$ cat src/rtl/pwm_regs_pkg.sv
// Shared definitions for the multi-channel PWM register bank.
//   - Register offsets within a channel's 16-byte window (addr[3:0]).
//   - STATUS bit positions, used only when PWM_REGS_IRQ_EN is defined.
//   - Reset value of the per-channel upnotdown bit.
//   - Byte-merge helper for the 16-bit shadowed registers.
package pwm_regs_pkg;

  localparam logic [3:0] OFF_PERIOD_L    = 4'h0;
  localparam logic [3:0] OFF_PERIOD_H    = 4'h1;
  localparam logic [3:0] OFF_EN          = 4'h2;
  localparam logic [3:0] OFF_CMP1_L      = 4'h3;
  localparam logic [3:0] OFF_CMP1_H      = 4'h4;
  localparam logic [3:0] OFF_CMP2_L      = 4'h5;
  localparam logic [3:0] OFF_CMP2_H      = 4'h6;
  localparam logic [3:0] OFF_COUNT_RESET = 4'h7;
  localparam logic [3:0] OFF_COUNTER_L   = 4'h8;
  localparam logic [3:0] OFF_COUNTER_H   = 4'h9;
  localparam logic [3:0] OFF_PRESCALE    = 4'hA;
  localparam logic [3:0] OFF_UPNOTDOWN   = 4'hB;
  localparam logic [3:0] OFF_PWM_EN      = 4'hC;
  localparam logic [3:0] OFF_FUNCTIONS   = 4'hD;
  localparam logic [3:0] OFF_STATUS      = 4'hE;
  localparam logic [3:0] OFF_IRQ_MASK    = 4'hF;

  localparam int unsigned ST_WRAP   = 0;
  localparam int unsigned ST_LOADED = 1;

  localparam logic UPNOTDOWN_RST = 1'b1;

  // Replace the low (hi=0) or high (hi=1) byte of a 16-bit value.
  function automatic logic [15:0] merge_byte(logic [15:0] val, logic hi, logic [7:0] b);
    logic [15:0] res;
    res = val;
    if (hi) res[15:8] = b;
    else    res[7:0]  = b;
    return res;
  endfunction

endpackage

$ cat src/rtl/pwm_regs_ch.sv
// One channel of the PWM register bank.
// Holds shadow/active PERIOD, CMP1, CMP2 with a pending-transfer flag, the unshadowed
// control bytes, the one-cycle count_reset pulse, the counter high-byte snapshot and,
// when PWM_REGS_IRQ_EN is defined, the STATUS/IRQ_MASK pair.
// Ports:
//   clk, rst            clock, asynchronous active-high reset
//   wr_en, rd_en        this channel is the target of the current write / read
//   offset, wdata       register offset and write data
//   upd                 counter wrap pulse for this channel
//   counter_val         live counter value
//   period, compare1, compare2   active values
//   en, count_reset, upnotdown, pwm_en, prescale, functions   control outputs
//   irq_req             |(STATUS & IRQ_MASK), present only with PWM_REGS_IRQ_EN
//   rdata               combinational read mux for offset
module pwm_regs_ch
  import pwm_regs_pkg::*;
#(
  parameter int unsigned CNT_W = 16
) (
  input  logic             clk,
  input  logic             rst,
  input  logic             wr_en,
  input  logic             rd_en,
  input  logic [3:0]       offset,
  input  logic [7:0]       wdata,
  input  logic             upd,
  input  logic [CNT_W-1:0] counter_val,
  output logic [CNT_W-1:0] period,
  output logic [CNT_W-1:0] compare1,
  output logic [CNT_W-1:0] compare2,
  output logic             en,
  output logic             count_reset,
  output logic             upnotdown,
  output logic             pwm_en,
  output logic [7:0]       prescale,
  output logic [7:0]       functions,
`ifdef PWM_REGS_IRQ_EN
  output logic             irq_req,
`endif
  output logic [7:0]       rdata
);

  logic [CNT_W-1:0] per_sh_q, per_sh_d, per_q, per_d;
  logic [CNT_W-1:0] cmp1_sh_q, cmp1_sh_d, cmp1_q, cmp1_d;
  logic [CNT_W-1:0] cmp2_sh_q, cmp2_sh_d, cmp2_q, cmp2_d;
  logic             pending_q, pending_d;
  logic             en_q, en_d, upnotdown_q, upnotdown_d, pwm_en_q, pwm_en_d;
  logic [7:0]       prescale_q, prescale_d, functions_q, functions_d;
  logic             count_reset_q;
  logic [7:0]       snap_q, snap_d;

  // 16-bit zero-extended views; bits above CNT_W-1 read as 0.
  logic [15:0] per16, cmp1_16, cmp2_16, cnt16, tmp16;

  logic wr_per, wr_cmp1, wr_cmp2, wr_shadow, wr_cnt_rst, xfer;

  always_comb begin
    per16   = '0;
    cmp1_16 = '0;
    cmp2_16 = '0;
    cnt16   = '0;
    per16[CNT_W-1:0]   = per_sh_q;
    cmp1_16[CNT_W-1:0] = cmp1_sh_q;
    cmp2_16[CNT_W-1:0] = cmp2_sh_q;
    cnt16[CNT_W-1:0]   = counter_val;
  end

  assign wr_per     = wr_en && (offset == OFF_PERIOD_L || offset == OFF_PERIOD_H);
  assign wr_cmp1    = wr_en && (offset == OFF_CMP1_L || offset == OFF_CMP1_H);
  assign wr_cmp2    = wr_en && (offset == OFF_CMP2_L || offset == OFF_CMP2_H);
  assign wr_shadow  = wr_per || wr_cmp1 || wr_cmp2;
  assign wr_cnt_rst = wr_en && (offset == OFF_COUNT_RESET);

  // A stopped channel loads as soon as it is pending; a COUNT_RESET write always loads.
  assign xfer = (pending_q && (upd || !en_q)) || wr_cnt_rst;

  always_comb begin
    per_sh_d    = per_sh_q;
    cmp1_sh_d   = cmp1_sh_q;
    cmp2_sh_d   = cmp2_sh_q;
    tmp16       = '0;
    en_d        = en_q;
    upnotdown_d = upnotdown_q;
    pwm_en_d    = pwm_en_q;
    prescale_d  = prescale_q;
    functions_d = functions_q;
    snap_d      = snap_q;

    if (wr_per) begin
      tmp16    = merge_byte(per16, offset == OFF_PERIOD_H, wdata);
      per_sh_d = tmp16[CNT_W-1:0];
    end
    if (wr_cmp1) begin
      tmp16     = merge_byte(cmp1_16, offset == OFF_CMP1_H, wdata);
      cmp1_sh_d = tmp16[CNT_W-1:0];
    end
    if (wr_cmp2) begin
      tmp16     = merge_byte(cmp2_16, offset == OFF_CMP2_H, wdata);
      cmp2_sh_d = tmp16[CNT_W-1:0];
    end
    if (wr_en && offset == OFF_EN)        en_d        = wdata[0];
    if (wr_en && offset == OFF_UPNOTDOWN) upnotdown_d = wdata[0];
    if (wr_en && offset == OFF_PWM_EN)    pwm_en_d    = wdata[0];
    if (wr_en && offset == OFF_PRESCALE)  prescale_d  = wdata;
    if (wr_en && offset == OFF_FUNCTIONS) functions_d = wdata;
    if (rd_en && offset == OFF_COUNTER_L) snap_d      = cnt16[15:8];

    // Active takes the pre-write shadow, so a colliding write stays pending.
    per_d  = xfer ? per_sh_q  : per_q;
    cmp1_d = xfer ? cmp1_sh_q : cmp1_q;
    cmp2_d = xfer ? cmp2_sh_q : cmp2_q;
    if (wr_shadow) pending_d = 1'b1;
    else if (xfer) pending_d = 1'b0;
    else           pending_d = pending_q;
  end

  always_ff @(posedge clk or posedge rst) begin
    if (rst) begin
      per_sh_q      <= '0;
      cmp1_sh_q     <= '0;
      cmp2_sh_q     <= '0;
      per_q         <= '0;
      cmp1_q        <= '0;
      cmp2_q        <= '0;
      pending_q     <= 1'b0;
      en_q          <= 1'b0;
      upnotdown_q   <= UPNOTDOWN_RST;
      pwm_en_q      <= 1'b0;
      prescale_q    <= '0;
      functions_q   <= '0;
      count_reset_q <= 1'b0;
      snap_q        <= '0;
    end else begin
      per_sh_q      <= per_sh_d;
      cmp1_sh_q     <= cmp1_sh_d;
      cmp2_sh_q     <= cmp2_sh_d;
      per_q         <= per_d;
      cmp1_q        <= cmp1_d;
      cmp2_q        <= cmp2_d;
      pending_q     <= pending_d;
      en_q          <= en_d;
      upnotdown_q   <= upnotdown_d;
      pwm_en_q      <= pwm_en_d;
      prescale_q    <= prescale_d;
      functions_q   <= functions_d;
      count_reset_q <= wr_cnt_rst;
      snap_q        <= snap_d;
    end
  end

`ifdef PWM_REGS_IRQ_EN
  logic [1:0] status_q, status_d, status_set, status_clr, mask_q, mask_d;

  always_comb begin
    status_set            = '0;
    status_set[ST_WRAP]   = upd;
    status_set[ST_LOADED] = xfer;
    status_clr            = (wr_en && offset == OFF_STATUS) ? wdata[1:0] : 2'b00;
    // Set wins over a same-cycle write-1-to-clear.
    status_d              = (status_q & ~status_clr) | status_set;
    mask_d                = (wr_en && offset == OFF_IRQ_MASK) ? wdata[1:0] : mask_q;
  end

  always_ff @(posedge clk or posedge rst) begin
    if (rst) begin
      status_q <= '0;
      mask_q   <= '0;
    end else begin
      status_q <= status_d;
      mask_q   <= mask_d;
    end
  end

  assign irq_req = |(status_q & mask_q);
`endif

  always_comb begin
    rdata = '0;
    case (offset)
      OFF_PERIOD_L:  rdata = per16[7:0];
      OFF_PERIOD_H:  rdata = per16[15:8];
      OFF_EN:        rdata = {7'b0, en_q};
      OFF_CMP1_L:    rdata = cmp1_16[7:0];
      OFF_CMP1_H:    rdata = cmp1_16[15:8];
      OFF_CMP2_L:    rdata = cmp2_16[7:0];
      OFF_CMP2_H:    rdata = cmp2_16[15:8];
      OFF_COUNTER_L: rdata = cnt16[7:0];
      OFF_COUNTER_H: rdata = snap_q;
      OFF_PRESCALE:  rdata = prescale_q;
      OFF_UPNOTDOWN: rdata = {7'b0, upnotdown_q};
      OFF_PWM_EN:    rdata = {7'b0, pwm_en_q};
      OFF_FUNCTIONS: rdata = functions_q;
`ifdef PWM_REGS_IRQ_EN
      OFF_STATUS:    rdata = {6'b0, status_q};
      OFF_IRQ_MASK:  rdata = {6'b0, mask_q};
`endif
      default:       rdata = '0;
    endcase
  end

  assign period      = per_q;
  assign compare1    = cmp1_q;
  assign compare2    = cmp2_q;
  assign en          = en_q;
  assign count_reset = count_reset_q;
  assign upnotdown   = upnotdown_q;
  assign pwm_en      = pwm_en_q;
  assign prescale    = prescale_q;
  assign functions   = functions_q;

endmodule

$ cat src/rtl/pwm_regs_mc.sv
// Multi-channel PWM register bank, NUM_CH channel register sets behind a byte-wide port.
// addr[7:4] selects the channel, addr[3:0] the register. Reads are registered with
// one cycle of latency. Optional interrupt logic is built when PWM_REGS_IRQ_EN is defined;
// otherwise irq is tied 0 and STATUS/IRQ_MASK read 0.
// Ports:
//   clk, rst                     clock, asynchronous active-high reset
//   read, write, addr, data_write   register access
//   data_read, rd_valid          registered read data and its valid pulse
//   upd, counter_val             per-channel wrap pulses and live counter values
//   period, compare1, compare2   active values, channel c at [c*CNT_W +: CNT_W]
//   en, count_reset, upnotdown, pwm_en   per-channel control bits
//   prescale, functions          per-channel bytes, channel c at [c*8 +: 8]
//   irq                          interrupt
module pwm_regs_mc
  import pwm_regs_pkg::*;
#(
  parameter int unsigned NUM_CH = 4,
  parameter int unsigned CNT_W  = 16
) (
  input  logic                    clk,
  input  logic                    rst,
  input  logic                    read,
  input  logic                    write,
  input  logic [7:0]              addr,
  input  logic [7:0]              data_write,
  output logic [7:0]              data_read,
  output logic                    rd_valid,
  input  logic [NUM_CH-1:0]       upd,
  input  logic [NUM_CH*CNT_W-1:0] counter_val,
  output logic [NUM_CH*CNT_W-1:0] period,
  output logic [NUM_CH*CNT_W-1:0] compare1,
  output logic [NUM_CH*CNT_W-1:0] compare2,
  output logic [NUM_CH-1:0]       en,
  output logic [NUM_CH-1:0]       count_reset,
  output logic [NUM_CH-1:0]       upnotdown,
  output logic [NUM_CH-1:0]       pwm_en,
  output logic [NUM_CH*8-1:0]     prescale,
  output logic [NUM_CH*8-1:0]     functions,
  output logic                    irq
);

  logic [7:0] ch_rdata [NUM_CH];
  logic [7:0] rd_sel;
  logic [7:0] data_read_q;
  logic       rd_valid_q;
`ifdef PWM_REGS_IRQ_EN
  logic [NUM_CH-1:0] irq_req;
  logic              irq_q;
`endif

  for (genvar c = 0; c < NUM_CH; c++) begin : g_ch
    logic sel;
    assign sel = (addr[7:4] == 4'(c));

    pwm_regs_ch #(
      .CNT_W (CNT_W)
    ) u_ch (
      .clk         (clk),
      .rst         (rst),
      .wr_en       (write && sel),
      .rd_en       (read && sel),
      .offset      (addr[3:0]),
      .wdata       (data_write),
      .upd         (upd[c]),
      .counter_val (counter_val[c*CNT_W +: CNT_W]),
      .period      (period[c*CNT_W +: CNT_W]),
      .compare1    (compare1[c*CNT_W +: CNT_W]),
      .compare2    (compare2[c*CNT_W +: CNT_W]),
      .en          (en[c]),
      .count_reset (count_reset[c]),
      .upnotdown   (upnotdown[c]),
      .pwm_en      (pwm_en[c]),
      .prescale    (prescale[c*8 +: 8]),
      .functions   (functions[c*8 +: 8]),
`ifdef PWM_REGS_IRQ_EN
      .irq_req     (irq_req[c]),
`endif
      .rdata       (ch_rdata[c])
    );
  end

  // Channels >= NUM_CH match nothing and read 0.
  always_comb begin
    rd_sel = '0;
    for (int c = 0; c < int'(NUM_CH); c++) begin
      if (addr[7:4] == 4'(c)) rd_sel = ch_rdata[c];
    end
  end

  always_ff @(posedge clk or posedge rst) begin
    if (rst) begin
      data_read_q <= '0;
      rd_valid_q  <= 1'b0;
    end else begin
      data_read_q <= read ? rd_sel : 8'h00;
      rd_valid_q  <= read;
    end
  end

  assign data_read = data_read_q;
  assign rd_valid  = rd_valid_q;

`ifdef PWM_REGS_IRQ_EN
  always_ff @(posedge clk or posedge rst) begin
    if (rst) irq_q <= 1'b0;
    else     irq_q <= |irq_req;
  end
  assign irq = irq_q;
`else
  assign irq = 1'b0;
`endif

endmodule

$ cat config.mk
export PLATFORM = sky130hd
export DESIGN_NAME = pwm_regs_mc
export DESIGN_NICKNAME = d
export VERILOG_FILES = /design/src/rtl/pwm_regs_pkg.sv /design/src/rtl/pwm_regs_ch.sv /design/src/rtl/pwm_regs_mc.sv
export SDC_FILE = /design/constraint.sdc
export NUM_CORES = 1
export LEC_CHECK = 0
export CAP_MARGIN = 20
export CORE_MARGIN = 2
export CORE_UTILIZATION = 51
export DETAILED_ROUTE_END_ITERATION = 8
export HOLD_SLACK_MARGIN = 0.15
export PLACE_DENSITY = 0.77
export SETUP_SLACK_MARGIN = 0.2
export SLEW_MARGIN = 25
export SYNTH_ARGS = -nofsm -noshare
export SYNTH_HDL_FRONTEND = slang
export SYNTH_SLANG_ARGS = --single-unit
$ cat constraint.sdc
create_clock -name clk -period 24.5 [get_ports clk]
set_clock_uncertainty 0.05 [all_clocks]
set_input_delay 7.35 -clock clk [delete_from_list [all_inputs] [get_ports clk]]
set_output_delay 7.35 -clock clk [all_outputs]
set_load 0.05 [all_outputs]
==> results of run 1 <==
==> critical path, cell delays in order <==
cell             delay, ns
clkdlybuf4s50_1       0.99
nand2b_1              0.22
nor3_2                0.40
and2_1                0.60
and2b_1               0.31
a21oi_4               0.04
buf_4                 0.32
mux2_1                0.39
==> cell families (layout without fill, tap and decap cells) <==
group / count (synthesis) / after routing / share of synthesized area
compound gates: 213 / 213 / 0.0730
buf+inv: 125 / 485 / 0.0310
flops: 509 / 509 / 0.570
mux: 547 / 547 / 0.277
other cells: 1 / 2 / 0.000168
simple gates: 197 / 197 / 0.0489
==> power by group through the flow <==
stage,registers [W],clock network [W],logic (W)
floorplan,0.00122,0,0.000192
global placement,0.00101,0,0.000627
detailed placement,0.00101,0,0.000635
CTS,0.000998,0.000826,0.000637
global route,0.00101,0.000861,0.000658
finish,0.000999,0.000821,0.000637
==> state kept, by name, indices dropped and copies added, names as in the netlist, 8 cells and up <==
name / flops
g_ch.u_ch.cmp2_16: 64
g_ch.u_ch.functions: 32
g_ch.u_ch.prescale: 32
g_ch.u_ch.cmp1_16: 64
g_ch.u_ch.compare2: 64
g_ch.u_ch.snap_q: 32
g_ch.u_ch.period: 64
g_ch.u_ch.per16: 64
data_read: 8
g_ch.u_ch.compare1: 64
==> synthesized netlist by cell type (17+ instances only) <==
cell	number	area, um2
nand2_1	64	240
dfrtp_1	505	12600
buf_4	29	218
a221oi_1	17	149
clkbuf_1	38	143
mux2i_1	35	350
nor2_1	37	139
o21ai_0	18	90.1
a21oi_1	20	100
buf_2	41	205
a22oi_1	44	330
a22o_1	23	201
mux2_2	485	5460
==> layer usage <==
layer  vias to the layer above  part of all wire  track usage
li1                       6521                 -            -
met1                      8306              0.37        0.450
met2                      1159              0.44        0.504
met3                       334              0.11        0.104
met4                         4             0.068        0.197
met5                         -           0.00025            0
==> stage by stage <==
step                worst slack [ns]  hold slack (ns)   util
floorplan                       2.89            0.421      -
global placement               13.90            0.428  0.608
detailed placement             13.87            0.435  0.608
CTS                            14.48            0.449  0.649
global route                   14.28            0.457  0.649
finish                         14.28            0.441  0.649
==> layout make-up <==
cell class | instances | area [um2] | share of cell area
diodes | 1 | 2.50 | 0.0000893
clock buffers | 74 | 1520 | 0.0541
clock inverters | 15 | 234 | 0.00835
inverters | 6 | 35.0 | 0.00125
multi-input cells | 958 | 8940 | 0.319
flip-flops and latches | 509 | 12700 | 0.455
well taps | 585 | 732 | 0.0261
repair buffers | 390 | 3820 | 0.136
==> worst max path at each step <==
| stage | start | end | slack [ns] | cells past startpoint |
|---|---|---|---|---|
| 2_1_floorplan | rst | data_read[0] | 2.89 | 1 |
| 3_5_place_dp | addr[4] | g_ch[1].u_ch.period[2] | 13.87 | 8 |
| 6_report | addr[4] | g_ch[1].u_ch.period[2] | 14.28 | 8 |
| 4_1_cts | addr[4] | g_ch[1].u_ch.period[2] | 14.48 | 8 |
| 3_3_place_gp | addr[4] | g_ch[1].u_ch.period[4] | 13.90 | 8 |
| 5_1_grt | addr[4] | g_ch[1].u_ch.period[5] | 14.28 | 8 |
==> results.yml, run 1 <==
outcome:
  status: "finished clean"
timing:
  setup_viol: 0
  slew_violations: 0
  fin_crit_ns: 10.22
  slew_headroom: 0.272
  tns_ns: 0
  hold_viol: 0
  fin_crit_sh: 0.417
  tightest_slew_ns: 1.09
  grt_setup_unrepaired: "false"
  fmax_mhz: 97.8
floorplan:
  rows: 76
  core_region_area_um2: 43200
  start_util: 0.518
  dieArea_um2: 45500
  die_x_um: 213
  dieHeight_um: 213
  ios: 370
min_path:
  min-delay-start: "g_ch[1].u_ch.period[8]"
  hold_end: "g_ch[1].u_ch.period[8]"
  hold_depth: 1
  worstHoldPathType: "reg -> reg"
cts:
  clock_latency_ns: 0.60
  htree_levels: 2
  clk_pin_slew_ns: 0.06
  hold_buffers: 0
  cts_made_buffers: 50
  clk_path_buf_depth: 3
  post_cts_buffers: 0
  root_buffer: "clkbuf_16"
  cts_tree: "done"
  cts-resized-gates: 0
  cts_sinks: 509
place:
  place_congestion: 1.04
  dp_cells: 2448
  dp.final_hpwl_um: 54600
  dpl-instance-area_um2: 26300
  io_buffers: 368
power:
  power.internal_w: 0.00165
  clockPowerShare: 0.334
  switching_power_w: 0.000809
  power.total_w: 0.00246
  ir_drop_mv: 0.0626
  seqPwrFrac: 0.407
  p_leak_nw: 13.2
  p_sw_frac: 0.329
  pwr-share-comb: 0.259
  power_density_nw_per_um2: 87.7
synth:
  synth_cell_types: 74
  synth.net_count: 1680
  synth_edf_count: 0
  ys_warn_count: 0
  ys_ff_latch: 509
  postSynthCellCount: 1592
  syn_area_um2: 22300
  synth_top_flop_cell: "dfrtp_1"
  synthArstFlopShare: 1.00
  seq_area_frac_synth: 0.570
  synth.avg_cell_area_um2: 14.0
detailed_routing:
  vias: 16324
  drt-initial-drc-count: 2041
  postRouteAntennaNets: 0
  wirelength_um: 77500
  drt_pass1_iterations: 7
  wl_per_cell_um: 30.5
  vias_per_cell: 6.43
  drc: 0
setup_path:
  timing.rr.end: "g_ch[0].u_ch.compare2[11]"
  r2r_setup_slack_ns: 22.49
  critical_path_peak_fanout: 49
  worstSetupEndpointType: "flop"
  reg2regPathDepth: 4
  reg2reg_from: "g_ch[0].u_ch.en"
  cp.required_ns: 24.92
  cp-start-kind: "input port"
  arrival_ns: 10.65
  critPathKind: "in -> reg"
global_route:
  grt_pass1_wl_um: 112000
  grt_max_degree: 173
  grt_use_total: 0.342
  grt.overflow.total: 0
  grt_antenna_before_repair: 3
  grt_pass1_vias: 16490
final_layout:
  area.growth.synth_to_final_pct: 25.4
  mostFrequentLayoutCell: "dfrtp_1"
  nFillCells: 3229
  stdcell_area_um2: 28000
  nets: 2003
  layout_common_cells: "dfrtp_1 (505), mux2_2 (485), clkdlybuf4s50_1 (359)"
  instances_no_fill: 2538
  drive_above_1_share: 0.326
job:
  maxCapViolations: 0
Power figures use the tool's default switching activity.
==> run 2, diff against run 1 <==
- clock period: 24.5 -> 9.65 ns (I/O delays scaled with it)
==> run 2 against run 1 <==
Effect of this change:
- count of clock-buffer cells in the layout up 3
- design area about the same
- critical path depth unchanged
- global-route usage about the same
- via count down 0.88%
- highest routed layer unchanged
==> results.yml, run 2 (synthesis gave the netlist of run 1 again) <==
min_path:
  worstHoldPathType: "reg -> reg"
  hold_depth: 1
  min-delay-start: "g_ch[1].u_ch.period[5]"
  hold_end: "g_ch[1].u_ch.period[5]"
setup_path:
  path_buf_inv: 3
  critPathKind: "in -> reg"
  crit_path_top_delay_cell: "buf_4"
  arrival_ns: 6.18
  path_common_cell: "buf_4"
  path_delay_family: "buffers and inverters"
  cp-start-kind: "input port"
  path_cells: "buf_2 > buf_4 > nor2b_1 > nand2_1 > and2b_1 > a21oi_4 > buf_4 > mux2_2"
  worstSetupEndpointType: "flop"
  reg2reg_from: "g_ch[0].u_ch.en"
  critical_path_peak_fanout: 49
  cp.required_ns: 10.08
  reg2regPathDepth: 5
  r2r_setup_slack_ns: 7.42
  slowest_delay_ns: 0.66
  timing.rr.end: "data_read[0]"
final_layout:
  final_core_util: 0.650
  layout_common_cells: "dfrtp_1 (505), mux2_2 (485), clkdlybuf4s50_1 (358)"
  stdcell_area_um2: 28000
  area.growth.synth_to_final_pct: 25.5
  mostFrequentLayoutCell: "dfrtp_1"
  multi_input_area_um2: 8940
  drive_above_1_share: 0.329
  nFillCells: 3223
  nets: 2008
  regArea_um2: 12700
global_route:
  grt-busiest-layer: "met2"
  grt.overflow.total: 0
  grt_pass1_vias: 16412
  grt_max_degree: 182
  grt_antenna_before_repair: 5
  grt_pass1_wl_um: 111000
  grtUsageMet1: 0.447
  grt_use_total: 0.342
  use_met2: 0.515
  met3_usage: 0.102
timing:
  grt_setup_unrepaired: "false"
  fin_crit_ns: 5.75
  slew_headroom: 0.180
  finalHoldWorstSlack_ns: 0.442
  setup_viol: 0
  fin_crit_sh: 0.596
  setup_slack_ns: 3.90
  slew_violations: 0
  fmax_mhz: 174
  hold_viol: 0
  tightest_slew_ns: 1.23
place:
  post-place-ws_ns: 3.45
  place_congestion: 0.998
  io_buffers: 368
  dp.final_hpwl_um: 55100
  dpl-instance-area_um2: 26300
cts:
  cts_tree: "done"
  post_cts_buffers: 0
  root_buffer: "clkbuf_16"
  clk_pin_slew_ns: 0.06
  cts_sinks: 509
  clock_latency_ns: 0.60
  cts-resized-gates: 0
  cts_made_buffers: 51
  htree_levels: 2
  clk_path_buf_depth: 3
  hold_buffers: 0
detailed_routing:
  wirelength_um: 77800
  vias_per_cell: 6.35
  drt_pass1_iterations: 6
  postRouteAntennaNets: 0
  drt-initial-drc-count: 2073
  drc: 0
  wl_per_cell_um: 30.5
  vias: 16181
floorplan:
  ios: 370
  dieHeight_um: 213
  dieArea_um2: 45500
  rows: 76
  core_region_area_um2: 43200
  die_x_um: 213
  start_util: 0.518
power:
  p_leak_nw: 13.2
  power.total_w: 0.00620
  power_density_nw_per_um2: 221
  ir_drop_mv: 0.137
outcome:
  status: "finished clean"
job:
  maxCapViolations: 0
[run 2: cell types whose count changed in the layout (fill, tap and decap cells not counted), moves of 2 or more]
cell        delta
clkinvlp_4     +2
clkbuf_8       +2
buf_4          +2
bufinv_16      -3
clkinv_2       +4
[run 2: metal layers]
layer	routed length [um]	up-vias
met5	36	-
met4	4620	6
met3	8380	291
met2	35300	1083
met1	29400	8255
li1	-	6546
[run 2: how the worst max path moves through the flow]
stage,from,endpoint,slack (ns),cells after the start
final,addr[3],g_ch[1].u_ch.compare2[2],3.90,8
after global routing,addr[3],g_ch[0].u_ch.compare2[15],3.89,8
after CTS,addr[3],g_ch[1].u_ch.compare2[2],4.08,8
after detailed placement,addr[3],g_ch[3].u_ch.compare1[13],3.45,8
after global placement,addr[3],g_ch[3].u_ch.compare2[8],3.54,8
after floorplan,rst,data_read[0],-0.20,1
[run 2: power by group]
group / internal [W] / switching (W) / total [W]
combinational: 0.000586 / 0.00104 / 0.00162
sequential: 0.00236 / 0.000178 / 0.00254
clock: 0.00119 / 0.000853 / 0.00204
[run 2: layout make-up]
class | instances | share of cell area
Inverter | 6 | 0.000937
Tap cell | 585 | 0.0261
Multi-Input combinational cell | 958 | 0.319
Antenna cell | 2 | 0.000178
Clock buffer | 77 | 0.0551
Sequential cell | 509 | 0.454
Timing Repair Buffer | 394 | 0.138
Clock inverter | 17 | 0.00611
[run 2: worst register-to-register path, delay by kind of cell (launching register included)]
kind,cells,cell delay (ns)
AO/OA/AOI/OAI,2,0.99
flip-flops,1,0.45
multiplexers,1,0.30
AND/OR/NAND/NOR,2,0.34
[run 2: per-stage QoR]
stage,cells,TNS (ns)
after global placement,2451,0
after floorplan,1592,-102.06
after global routing,2548,0
after detailed placement,2451,0
after CTS,2545,0
final,2548,0
